`src/rtl/seven_seg_pkg.sv`:
```
`default_nettype none
// ============================================================================
// Module   : seven_seg_pkg
// Purpose  : Shared constants and types for the seven-segment display mux.
// Revision : 1.0 - initial release
// ============================================================================
package seven_seg_pkg;

    localparam int DIGIT_W = 4;
    localparam logic [6:0] SEG_OFF = 7'b1111111;

    typedef logic [DIGIT_W-1:0] nibble_t;
    typedef logic [6:0]         seg_t;

    // Active-low gfedcba patterns; entry n lives at SEG_TABLE[n].
    localparam seg_t [15:0] SEG_TABLE = {
        7'b0001110,     // F
        7'b0000110,     // E
        7'b0100001,     // D
        7'b1000110,     // C
        7'b0000011,     // B
        7'b0001000,     // A
        7'b0011000,     // 9
        7'b0000000,     // 8
        7'b1111000,     // 7
        7'b0000010,     // 6
        7'b0010010,     // 5
        7'b0011001,     // 4
        7'b0110000,     // 3
        7'b0100100,     // 2
        7'b1111001,     // 1
        7'b1000000      // 0
    };

endpackage
`default_nettype wire

```
`src/rtl/hex_to_seg.sv`:
```
`default_nettype none
// ============================================================================
// Module   : hex_to_seg
// Purpose  : Combinational hex nibble to active-low seven-segment decoder.
// Revision : 1.0 - initial release
// ============================================================================
module hex_to_seg
    import seven_seg_pkg::*;
(
    input  logic [DIGIT_W-1:0] i_nibble,
    output logic [6:0]         o_seg
);

    assign o_seg = SEG_TABLE[i_nibble];

endmodule
`default_nettype wire

```
`src/rtl/seven_seg_mux.sv`:
```
`default_nettype none
// ============================================================================
// Module   : seven_seg_mux
// Purpose  : Time-multiplexed hex display driver with frame-atomic updates.
// Revision : 1.0 - initial release
// ============================================================================
module seven_seg_mux
    import seven_seg_pkg::*;
#(
    parameter int NUM_DIGITS    = 4,
    parameter int REFRESH_DIV   = 50000,
    parameter int GUARD         = 2,
    parameter int ACTIVE_LOW_AN = 1
) (
    input  logic                          clk,
    input  logic                          reset,
    input  logic [DIGIT_W*NUM_DIGITS-1:0] value,
    input  logic [NUM_DIGITS-1:0]         dp,
    input  logic [NUM_DIGITS-1:0]         blank,
    input  logic                          lz_en,
    input  logic                          load,
    output logic [6:0]                    segments,
    output logic                          dp_out,
    output logic [NUM_DIGITS-1:0]         anodes,
    output logic                          frame_done
);

    localparam int PRE_W = (REFRESH_DIV > 1) ? $clog2(REFRESH_DIV) : 1;
    localparam int IDX_W = (NUM_DIGITS > 1) ? $clog2(NUM_DIGITS) : 1;
    localparam logic [PRE_W-1:0]      c_pre_last = PRE_W'(REFRESH_DIV - 1);
    localparam logic [IDX_W-1:0]      c_idx_last = IDX_W'(NUM_DIGITS - 1);
    localparam logic [NUM_DIGITS-1:0] c_an_off   = (ACTIVE_LOW_AN != 0) ? {NUM_DIGITS{1'b1}}
                                                                        : {NUM_DIGITS{1'b0}};

    logic [PRE_W-1:0]              r_pre;
    logic [IDX_W-1:0]              r_idx;
    logic [DIGIT_W*NUM_DIGITS-1:0] r_pend_value;
    logic [NUM_DIGITS-1:0]         r_pend_dp;
    logic [NUM_DIGITS-1:0]         r_pend_blank;
    logic                          r_pend_lz;
    logic [DIGIT_W*NUM_DIGITS-1:0] r_disp_value;
    logic [NUM_DIGITS-1:0]         r_disp_dp;
    logic [NUM_DIGITS-1:0]         r_disp_blank;
    logic                          r_disp_lz;

    logic                  w_slot_end;
    logic                  w_frame_end;
    logic [DIGIT_W-1:0]    w_nibble;
    logic [6:0]            w_seg;
    logic                  w_zero_acc;
    logic                  w_lz_dark;
    logic                  w_dark;
    logic                  w_in_guard;
    logic [NUM_DIGITS-1:0] w_an_next;

    assign w_slot_end  = (r_pre == c_pre_last);
    assign w_frame_end = w_slot_end && (r_idx == c_idx_last);
    assign frame_done  = w_frame_end;

    // A load on the wrap cycle bypasses pending so the new data lands in this frame.
    always_ff @(posedge clk or posedge reset) begin
        if (reset) begin
            r_pre        <= '0;
            r_idx        <= '0;
            r_pend_value <= '0;
            r_pend_dp    <= '0;
            r_pend_blank <= '0;
            r_pend_lz    <= 1'b0;
            r_disp_value <= '0;
            r_disp_dp    <= '0;
            r_disp_blank <= '0;
            r_disp_lz    <= 1'b0;
        end else begin
            if (load) begin
                r_pend_value <= value;
                r_pend_dp    <= dp;
                r_pend_blank <= blank;
                r_pend_lz    <= lz_en;
            end
            if (w_slot_end) begin
                r_pre <= '0;
                if (w_frame_end) begin
                    r_idx        <= '0;
                    r_disp_value <= load ? value : r_pend_value;
                    r_disp_dp    <= load ? dp    : r_pend_dp;
                    r_disp_blank <= load ? blank : r_pend_blank;
                    r_disp_lz    <= load ? lz_en : r_pend_lz;
                end else begin
                    r_idx <= r_idx + 1'b1;
                end
            end else begin
                r_pre <= r_pre + 1'b1;
            end
        end
    end

    assign w_nibble = r_disp_value[r_idx*DIGIT_W +: DIGIT_W];

    hex_to_seg u_hex_to_seg (
        .i_nibble (w_nibble),
        .o_seg    (w_seg)
    );

    // Walk from the top digit down: a digit is a leading zero if it and everything above is zero.
    always_comb begin
        w_zero_acc = 1'b1;
        w_lz_dark  = 1'b0;
        for (int i = NUM_DIGITS - 1; i >= 0; i--) begin
            w_zero_acc = w_zero_acc & (r_disp_value[i*DIGIT_W +: DIGIT_W] == '0);
            if (i == int'(r_idx)) begin
                w_lz_dark = w_zero_acc;
            end
        end
    end

    assign w_dark     = r_disp_blank[r_idx] | (r_disp_lz & w_lz_dark & (r_idx != '0));
    assign w_in_guard = (int'(r_pre) < GUARD);
    assign w_an_next  = w_in_guard ? '0 : (NUM_DIGITS'(1) << r_idx);

    always_ff @(posedge clk or posedge reset) begin
        if (reset) begin
            segments <= SEG_OFF;
            dp_out   <= 1'b1;
            anodes   <= c_an_off;
        end else begin
            segments <= w_dark ? SEG_OFF : w_seg;
            dp_out   <= w_dark ? 1'b1 : ~r_disp_dp[r_idx];
            anodes   <= (ACTIVE_LOW_AN != 0) ? ~w_an_next : w_an_next;
        end
    end

endmodule
`default_nettype wire

```
`config.mk`:
```
export PLATFORM = sky130hd
export DESIGN_NAME = seven_seg_mux
export DESIGN_NICKNAME = d
export VERILOG_FILES = /design/src/rtl/seven_seg_pkg.sv /design/src/rtl/hex_to_seg.sv /design/src/rtl/seven_seg_mux.sv
export SDC_FILE = /design/constraint.sdc
export NUM_CORES = 1
export LEC_CHECK = 0
export BUFFER_PORTS_ARGS = -buffer_cell sky130_fd_sc_hd__buf_4
export CORE_MARGIN = 5
export CORE_UTILIZATION = 48
export CTS_CLUSTER_DIAMETER = 120
export DETAILED_ROUTE_END_ITERATION = 6
export PLACE_DENSITY = 0.69
export REMOVE_ABC_BUFFERS = 1
export SLEW_MARGIN = 10
export SYNTH_ARGS = -nofsm -noshare
export SYNTH_HDL_FRONTEND = slang
export SYNTH_SLANG_ARGS = --single-unit
```
`constraint.sdc`:
```
create_clock -name clk -period 3 [get_ports clk]
set_input_delay 0.45 -clock clk [delete_from_list [all_inputs] [get_ports clk]]
set_output_delay 0.45 -clock clk [all_outputs]
set_load 0.1 [all_outputs]
```
======== Yosys cells after proc, flatten, opt, wreduce, memory -nomap -nowiden ========
Memories as Yosys holds them, arrays and structs flattened.
Cells that the tools add are included.
storage, ports and cells
  bits of input ports ..................... 28
  memory bits (read-only) ................. 112
  memory bits (writable) .................. 0
  flip-flop bits (word level) ............. 80
  bits in latches ......................... 0
  logic and storage cells ................. 60
  memories ................................ 1
cells by class
  multiply operators ...................... 0
  add/subtract/negate cells ............... 2
  reduce and logical (&&, ||, !) cells .... 8
  bitwise gates (word level) .............. 8
  mux-type cells .......................... 18
  div/mod/pow operators ................... 0
  shifts and indexed selects .............. 2
  $lt $le $gt $ge ......................... 3
  eq/ne operators ......................... 5
memory list
  name             depth  bits a word  read ports  clocked after Yosys merged registers in  wr ports  RTL line          text
  (no name shown)  16     7            1           0                                        0         hex_to_seg.sv:14  assign o_seg = SEG_TABLE[i_nibble];
operator list
  cell                                                                    count
  16-bit 2-to-1 mux                                                       2
  16-bit by 1-bit adder with 16-bit output (second input constant)        1
  16-bit == test (second input constant)                                  1
  4-bit zero test                                                         4
  16-bit by 2-bit < comparator with 1-bit output (second input constant)  1
  16-bit by 5-bit variable part select with 4-bit output                  1
  7-bit 2-to-1 mux                                                        2
  4-bit 2-to-1 mux                                                        3
  1-bit 2-to-1 mux                                                        8
  1-bit AND                                                               5
  4-bit by 5-bit < comparator with 1-bit output (second input constant)   1
  1-bit binary-select mux with 2-bit select                               2
  2-bit == test (first input constant)                                    2
  4-bit inverter                                                          1
  1-bit by 2-bit left shift with 4-bit output (first input constant)      1
  2-bit by 3-bit < comparator with 1-bit output (second input constant)   1
  2-bit by 1-bit adder with 2-bit output (second input constant)          1
  1-bit by 2-bit == test with 1-bit output (first input constant)         1
  2-bit == test (second input constant)                                   1
  2-bit zero test                                                         1
  2-bit 2-to-1 mux                                                        1
  2-bit AND reduction                                                     1
  2-bit nonzero test                                                      1
  1-bit logical AND                                                       1
  2 further kinds                                                         2

======== Depth between registers and ports, before layout ========
Gate-level depths: netlist of run 1.
  depth in word-level cells ............... 9
  depth in mapped cells ................... 8
  gate-level depth less buffers ........... 7

======== Cells and area by module ========
From an unflattened synthesis of run 1, not the netlist that was laid out.
second synthesis, totals
  cell total of the unflattened synthesis .. 275
  area, all modules ....................... 3697.3 um^2
modules (own cells, without submodules)
  module         cells each  instances  area each (um^2)
  seven_seg_mux  240         1          3438.3
  hex_to_seg     35          1          259.0

======== Worst setup path before layout of run 1 ========
OpenSTA, ideal clock, no wires.
  kind .................................... reg-to-output
  from .................................... register r_pre[12]
  to ...................................... output frame_done
  cell stages (with the launch flop) ...... 4
  data arrival time ....................... 2035 ps
  data required time ...................... 2550 ps
  slack ................................... 515 ps
  path buffers ............................ 0
  cells stage by stage .................... dfrtp_1 or4_4 nor4_4 and4_1
between the ends
  longest elaborated chain between the ends .. 2
RTL lines
  element                 RTL line             text
  start, declared         seven_seg_mux.sv:35  logic [PRE_W-1:0] r_pre;
  start signal, assigned  seven_seg_mux.sv:92  r_pre <= r_pre + 1'b1;
  16-bit == test          seven_seg_mux.sv:56  assign w_slot_end = (r_pre == c_pre_last);
  1-bit logical AND       seven_seg_mux.sv:57  assign w_frame_end = w_slot_end && (r_idx == c_idx_last);
  end, declared           seven_seg_mux.sv:25  output logic frame_done
No other way between the ends.

======== Worst setup path in the final report of run 1 ========
Ends and elaborated chain as after synthesis.

==> flow_metrics.tcl, run 1 <==
set metrics [dict create \
    status "completed" \
    worst-r2r-cell-count 7 \
    pwr-share-seq 0.528 \
    yosysWarnings 0 \
    ys_types 40 \
    finalSetupViolations 0 \
    layout-drive-gt1-share 0.434 \
    synth_area_leaders "dfrtp_1 46%, mux2_2 11%, dfstp_2 8.6%" \
    synth_cells 262 \
    cts_tree "done" \
    mappedNetlistArea_mm2 0.00366 \
    min_path_type "input pin to async pin" \
    layout_common_cells "68 x dfrtp_1, 41 x buf_4, 35 x mux2_2" \
    p_int_mw 1.66 \
    power_density_mw_per_mm2 522 \
    r2r_slack_ns 0.56 \
    avgSynthCellArea_um2 14.0 \
    post-place-cells 394 \
    vias 2148 \
    fin_nets 344 \
    grt_pass1_vias 2210 \
    hold_buffers 0 \
    portBuffers 40 \
    die_w_um 97.3 \
    core-area_mm2 0.00733 \
    ys_async_sr_fraction 1.00 \
    grt_util_all_layers 0.145 \
    wl_per_cell_um 15.6 \
    endpoint_kind "output pin" \
    power_mw 2.22 \
    dieArea_mm2 0.00947 \
    ir_worst_vdd_uv 258 \
    overflow 0 \
    htree_levels 3 \
    switching_share 0.251 \
    synth_seq_cells 80 \
    antennaDiodeCount 0 \
    power_frac_clock 0.349 \
    regToRegStartpoint "r_idx[0]" \
    leakagePower_nw 1.96 \
    synth_edf_count 0 \
    antenna_found_initial 0 \
    worst_pin_slew_ns 0.701 \
    clockBufferDepth 2 \
    post-cts-setup-buffers 0 \
    critPathKind "flop to output pin" \
    fmax_mhz 388 \
    design_area_mm2 0.00425 \
    grt_pass1_wl_um 11100 \
    nFillCells 595 \
    p_switching_uw 556 \
    min_period_ns 2.58 \
    firstDrtPassIters 4 \
    syn_to_final_growth_pct 16.0 \
    r2r_end "segments[3]" \
    cts-resized-gates 0 \
    cts_made_buffers 9 \
    via_per_inst 5.24 \
    ys.flop_type "dfrtp_1" \
    drc 0 \
    grt_setup_unrepaired "false" \
    clkTransAtPathRegs_ns 0.08 \
    start_util 0.499 \
    hold_viol 0 \
    slew_headroom 0.528 \
    period_share 0.858 \
    whs_ns 0.0447 \
    cap_viol_max_count 0 \
    register_area_mm2 0.00202 \
    synth_area_leader_cell "dfrtp_1" \
    stdcell_count 410 \
    place_area_mm2 0.00406 \
    place.gp.congestion 0.853 \
    rows 31 \
    fin_setup_tns_ns 0 \
    fp.dieH_um 97.3 \
    hpwl_um 4450 \
    grt_max_degree 70 \
    root_buffer "clkbuf_8" \
    ant_nets 0 \
    cp_data_required_time_ns 2.55 \
    comb_power_share 0.123 \
    multiInputGateArea_mm2 0.00155 \
    final_max_slew_viol_count 0 \
    insertion_delay_ns 0.34 \
    final_common_cell "dfrtp_1" \
    critPathArrivalTime_ns 2.13 \
    synth.top_cell.area_share 0.465 \
    first_iter_violations 117 \
    ys_seq_area_frac 0.551 \
    routed_wl_um 6400 \
    startpoint_type "flop" \
    pin_count 41 \
    cp_max_fo 4 \
    clock_skew_ns 0.00940 \
    cts.sinks 80 \
]
[worst max path at each step]
stage / startpoint / to / depth (start not counted)
2_1_floorplan: reset / r_disp_blank[0] / 1
3_3_place_gp: r_idx[0] / segments[3] / 7
3_5_place_dp: r_idx[0] / segments[3] / 7
4_1_cts: r_pre[12] / frame_done / 4
5_1_grt: r_pre[12] / frame_done / 4
6_report: r_pre[12] / frame_done / 4
[critical path: stages, from the launching register on]
cell and delay, ns:
dfrtp_1 0.42, or4_4 0.56, nor4_4 0.26, and4_1 0.25
buf_4 0.29
[layout make-up]
type | instances | area share
flip-flops and latches | 80 | 0.475
inverters | 11 | 0.00972
well taps | 99 | 0.0292
repair buffers | 42 | 0.0772
clock buffers | 12 | 0.0342
clock inverters | 4 | 0.0106
multi-input cells | 162 | 0.364
[state kept, by name, indices dropped and copies added, names as in the netlist]
register	count
r_idx	2
r_pend_blank	4
r_disp_value	16
dp_out	1
r_disp_dp	4
r_pend_dp	4
r_pre	16
r_disp_lz	1
r_pend_value	16
anodes	4
r_pend_lz	1
segments	7
r_disp_blank	4
[Yosys cell counts (2+ instances only)]
cell / count
dfrtp_1: 68
mux2_2: 35
mux2_4: 20
nand2_1: 14
dfstp_2: 12
nor2_1: 12
inv_1: 11
ha_1: 10
nand3_1: 7
nor4_1: 7
xnor2_1: 7
mux4_2: 6
xor2_1: 6
a21oi_1: 5
o221ai_1: 4
and3_1: 3
clkbuf_1: 3
nand4_1: 3
and4_1: 2
buf_2: 2
buf_6: 2
mux2i_1: 2
nand2b_1: 2
nor2b_1: 2
nor3_1: 2
[routing by layer]
| metal | vias to the layer above | share of wire | wire length (um) | GRT usage |
|---|---|---|---|---|
| li1 | 1033 | - | - | - |
| met1 | 1050 | 0.48 | 3100 | 0.206 |
| met2 | 56 | 0.45 | 2890 | 0.210 |
| met3 | 9 | 0.046 | 297 | 0.0431 |
| met4 | 0 | 0.016 | 104 | 0.0564 |
| met5 | - | 0 | 0 | 0 |
[power by group through the flow]
| stage | Sequential (mW) | Combinational [mW] | Clock, mW |
|---|---|---|---|
| 2_1_floorplan | 1.27 | 0.118 | 0 |
| 3_3_place_gp | 1.19 | 0.273 | 0 |
| 3_5_place_dp | 1.19 | 0.277 | 0 |
| 4_1_cts | 1.17 | 0.277 | 0.797 |
| 5_1_grt | 1.18 | 0.295 | 0.847 |
| 6_report | 1.17 | 0.272 | 0.775 |
[kinds of logic after synthesis]
kind of cell	count (synthesis)	synth area share
xor gates and xnor gates	13	0.0311
and+or+nand+nor	61	0.0968
buffers and inverters	20	0.0263
DFF	80	0.551
AOI/OAI and AO/OA	15	0.0284
adders and majority gates	10	0.0342
muxes	63	0.232
[through the flow]
stage,setup slack (ns),util
2_1_floorplan,0.515,-
3_3_place_gp,0.633,0.553
3_5_place_dp,0.564,0.553
4_1_cts,0.391,0.579
5_1_grt,0.337,0.579
6_report,0.425,0.579
Note: power is estimated with default switching activity, not from simulation.
==> inputs of run 2 (changes only) <==
--- a/config.mk
+++ b/config.mk
@@ -11,6 +11,7 @@
 export CTS_CLUSTER_DIAMETER = 120
 export DETAILED_ROUTE_END_ITERATION = 6
 export PLACE_DENSITY = 0.69
+export RECOVER_POWER = 25
 export REMOVE_ABC_BUFFERS = 1
 export SLEW_MARGIN = 10
 export SYNTH_ARGS = -nofsm -noshare
==> flow_metrics.tcl, run 2 (same netlist as run 1, synthesis figures left out) <==
set metrics [dict create \
    status "finished, violations left" \
    violations "max-capacitance violations, max-slew violations" \
    path_cells "or4_4 > nor4_4 > and4_1 > buf_4" \
    vias 2151 \
    finalSetupViolations 0 \
    portBuffers 40 \
    ir_worst_vdd_uv 258 \
    slowest_delay_ns 0.56 \
    start_util 0.499 \
    cts.sinks 80 \
    die_w_um 97.3 \
    fin_nets 344 \
    rows 31 \
    cts-resized-gates 0 \
    drc 0 \
    htree_levels 3 \
    root_buffer "clkbuf_8" \
    worst_path_max_delay_cell "or4_4" \
    layout_common_cells "68 x dfrtp_1, 40 x buf_4, 35 x mux2_2" \
    min_path_type "input pin to async pin" \
    power_density_mw_per_mm2 523 \
    grt_util_all_layers 0.145 \
    cp_max_fo 4 \
    firstDrtPassIters 4 \
    endpoint_kind "output pin" \
    nFillCells 597 \
    cts_tree "done" \
    utilization 0.577 \
    worst_pin_slew_ns 1.61 \
    hpwl_um 4450 \
    clockBufferDepth 2 \
    slew_headroom -0.0720 \
    hold_viol 0 \
    cp_data_required_time_ns 2.55 \
    min_period_ns 2.58 \
    fmax_mhz 388 \
    fp.dieH_um 97.3 \
    final_max_slew_viol_count 70 \
    cap_viol_max_count 1 \
    pin_count 41 \
    antennaDiodeCount 0 \
    overflow 0 \
    startpoint_type "flop" \
    clock_skew_ns 0.00950 \
    clkTransAtPathRegs_ns 0.08 \
    grt_max_degree 70 \
    fin_setup_tns_ns 0 \
    post-cts-setup-buffers 0 \
    insertion_delay_ns 0.34 \
    via_per_inst 5.25 \
    period_share 0.859 \
    cts_made_buffers 9 \
    core-area_mm2 0.00733 \
    place.gp.congestion 0.853 \
    grt_pass1_wl_um 11100 \
    grt_setup_unrepaired "false" \
    leakagePower_nw 1.96 \
    critPathArrivalTime_ns 2.13 \
    cp_top_family "simple AND/OR/NAND/NOR gates" \
    ant_nets 0 \
    routed_wl_um 6400 \
    hold_buffers 0 \
    critPathBufInv 1 \
    final_common_cell "dfrtp_1" \
    grt_pass1_vias 2210 \
    r2r_slack_ns 0.56 \
    dieArea_mm2 0.00947 \
    critPathKind "flop to output pin" \
    reg_top3 "r_disp_value: 16 flops, r_pend_value: 16 flops, r_pre: 16 flops" \
    layout-drive-gt1-share 0.431 \
    first_iter_violations 117 \
    wl_per_cell_um 15.6 \
    syn_to_final_growth_pct 15.6 \
    antenna_found_initial 0 \
]
-- run 2: layout make-up --
cell class / instances / area, um^2 / area share
Inverter: 11 / 41.3 / 0.00976
Clock buffer: 12 / 145 / 0.0343
Tap cell: 99 / 124 / 0.0293
Timing Repair Buffer: 42 / 313 / 0.0739
Sequential cell: 80 / 2020 / 0.477
Clock inverter: 4 / 45.0 / 0.0106
Multi-Input combinational cell: 162 / 1550 / 0.365
-- run 2: through the flow --
step	worst slack (ns)	total power [mW]	hold WS [ns]	instances	cell area [um^2]
floorplan	0.515	1.38	0.465	253	3600
CTS	0.391	2.25	0.0435	410	4250
global route	0.337	2.32	0.168	410	4230
finish	0.422	2.21	0.110	410	4230
detailed placement	0.564	1.47	0.420	394	4060
global placement	0.633	1.46	0.410	394	4060
-- run 2: worst register-to-register path, cell delays in order, from the launching register on --
cell and delay [ns]:
dfrtp_1 0.68, mux4_2 0.64, inv_1 0.14, ha_1 0.25
inv_1 0.13, mux2_2 0.34, nor2_1 0.08, o31ai_1 0.08
-- run 2: path summary, 6_finish.rpt --
| check | startpoint | endpoint | cells past startpoint |
|---|---|---|---|
| worst max-delay path | r_pre[12] | frame_done | 4 |
| worst min-delay path | reset | r_pre[11] | 2 |
| worst max register to register | r_idx[0] | segments[3] | 7 |
| worst min register to register | r_pend_value[13] | r_pend_value[13] | 1 |
| max in group asynchronous | reset | r_disp_value[9] | 3 |
| min in group clk | dp[0] | r_pend_dp[0] | 2 |
-- run 2: power breakdown --
part           internal [mW]  total (mW)  switching [mW]
Sequential              1.15        1.17          0.0238
Combinational          0.108       0.269           0.161
Clock                  0.404       0.775           0.371
Total                   1.66        2.21           0.555
-- run 2: layer usage --
metal	vias up	global-route usage	routed length, um
met3	9	0.0431	264
li1	1032	-	-
met2	51	0.210	2890
met5	-	0	0
met1	1059	0.206	3150
met4	0	0.0564	104
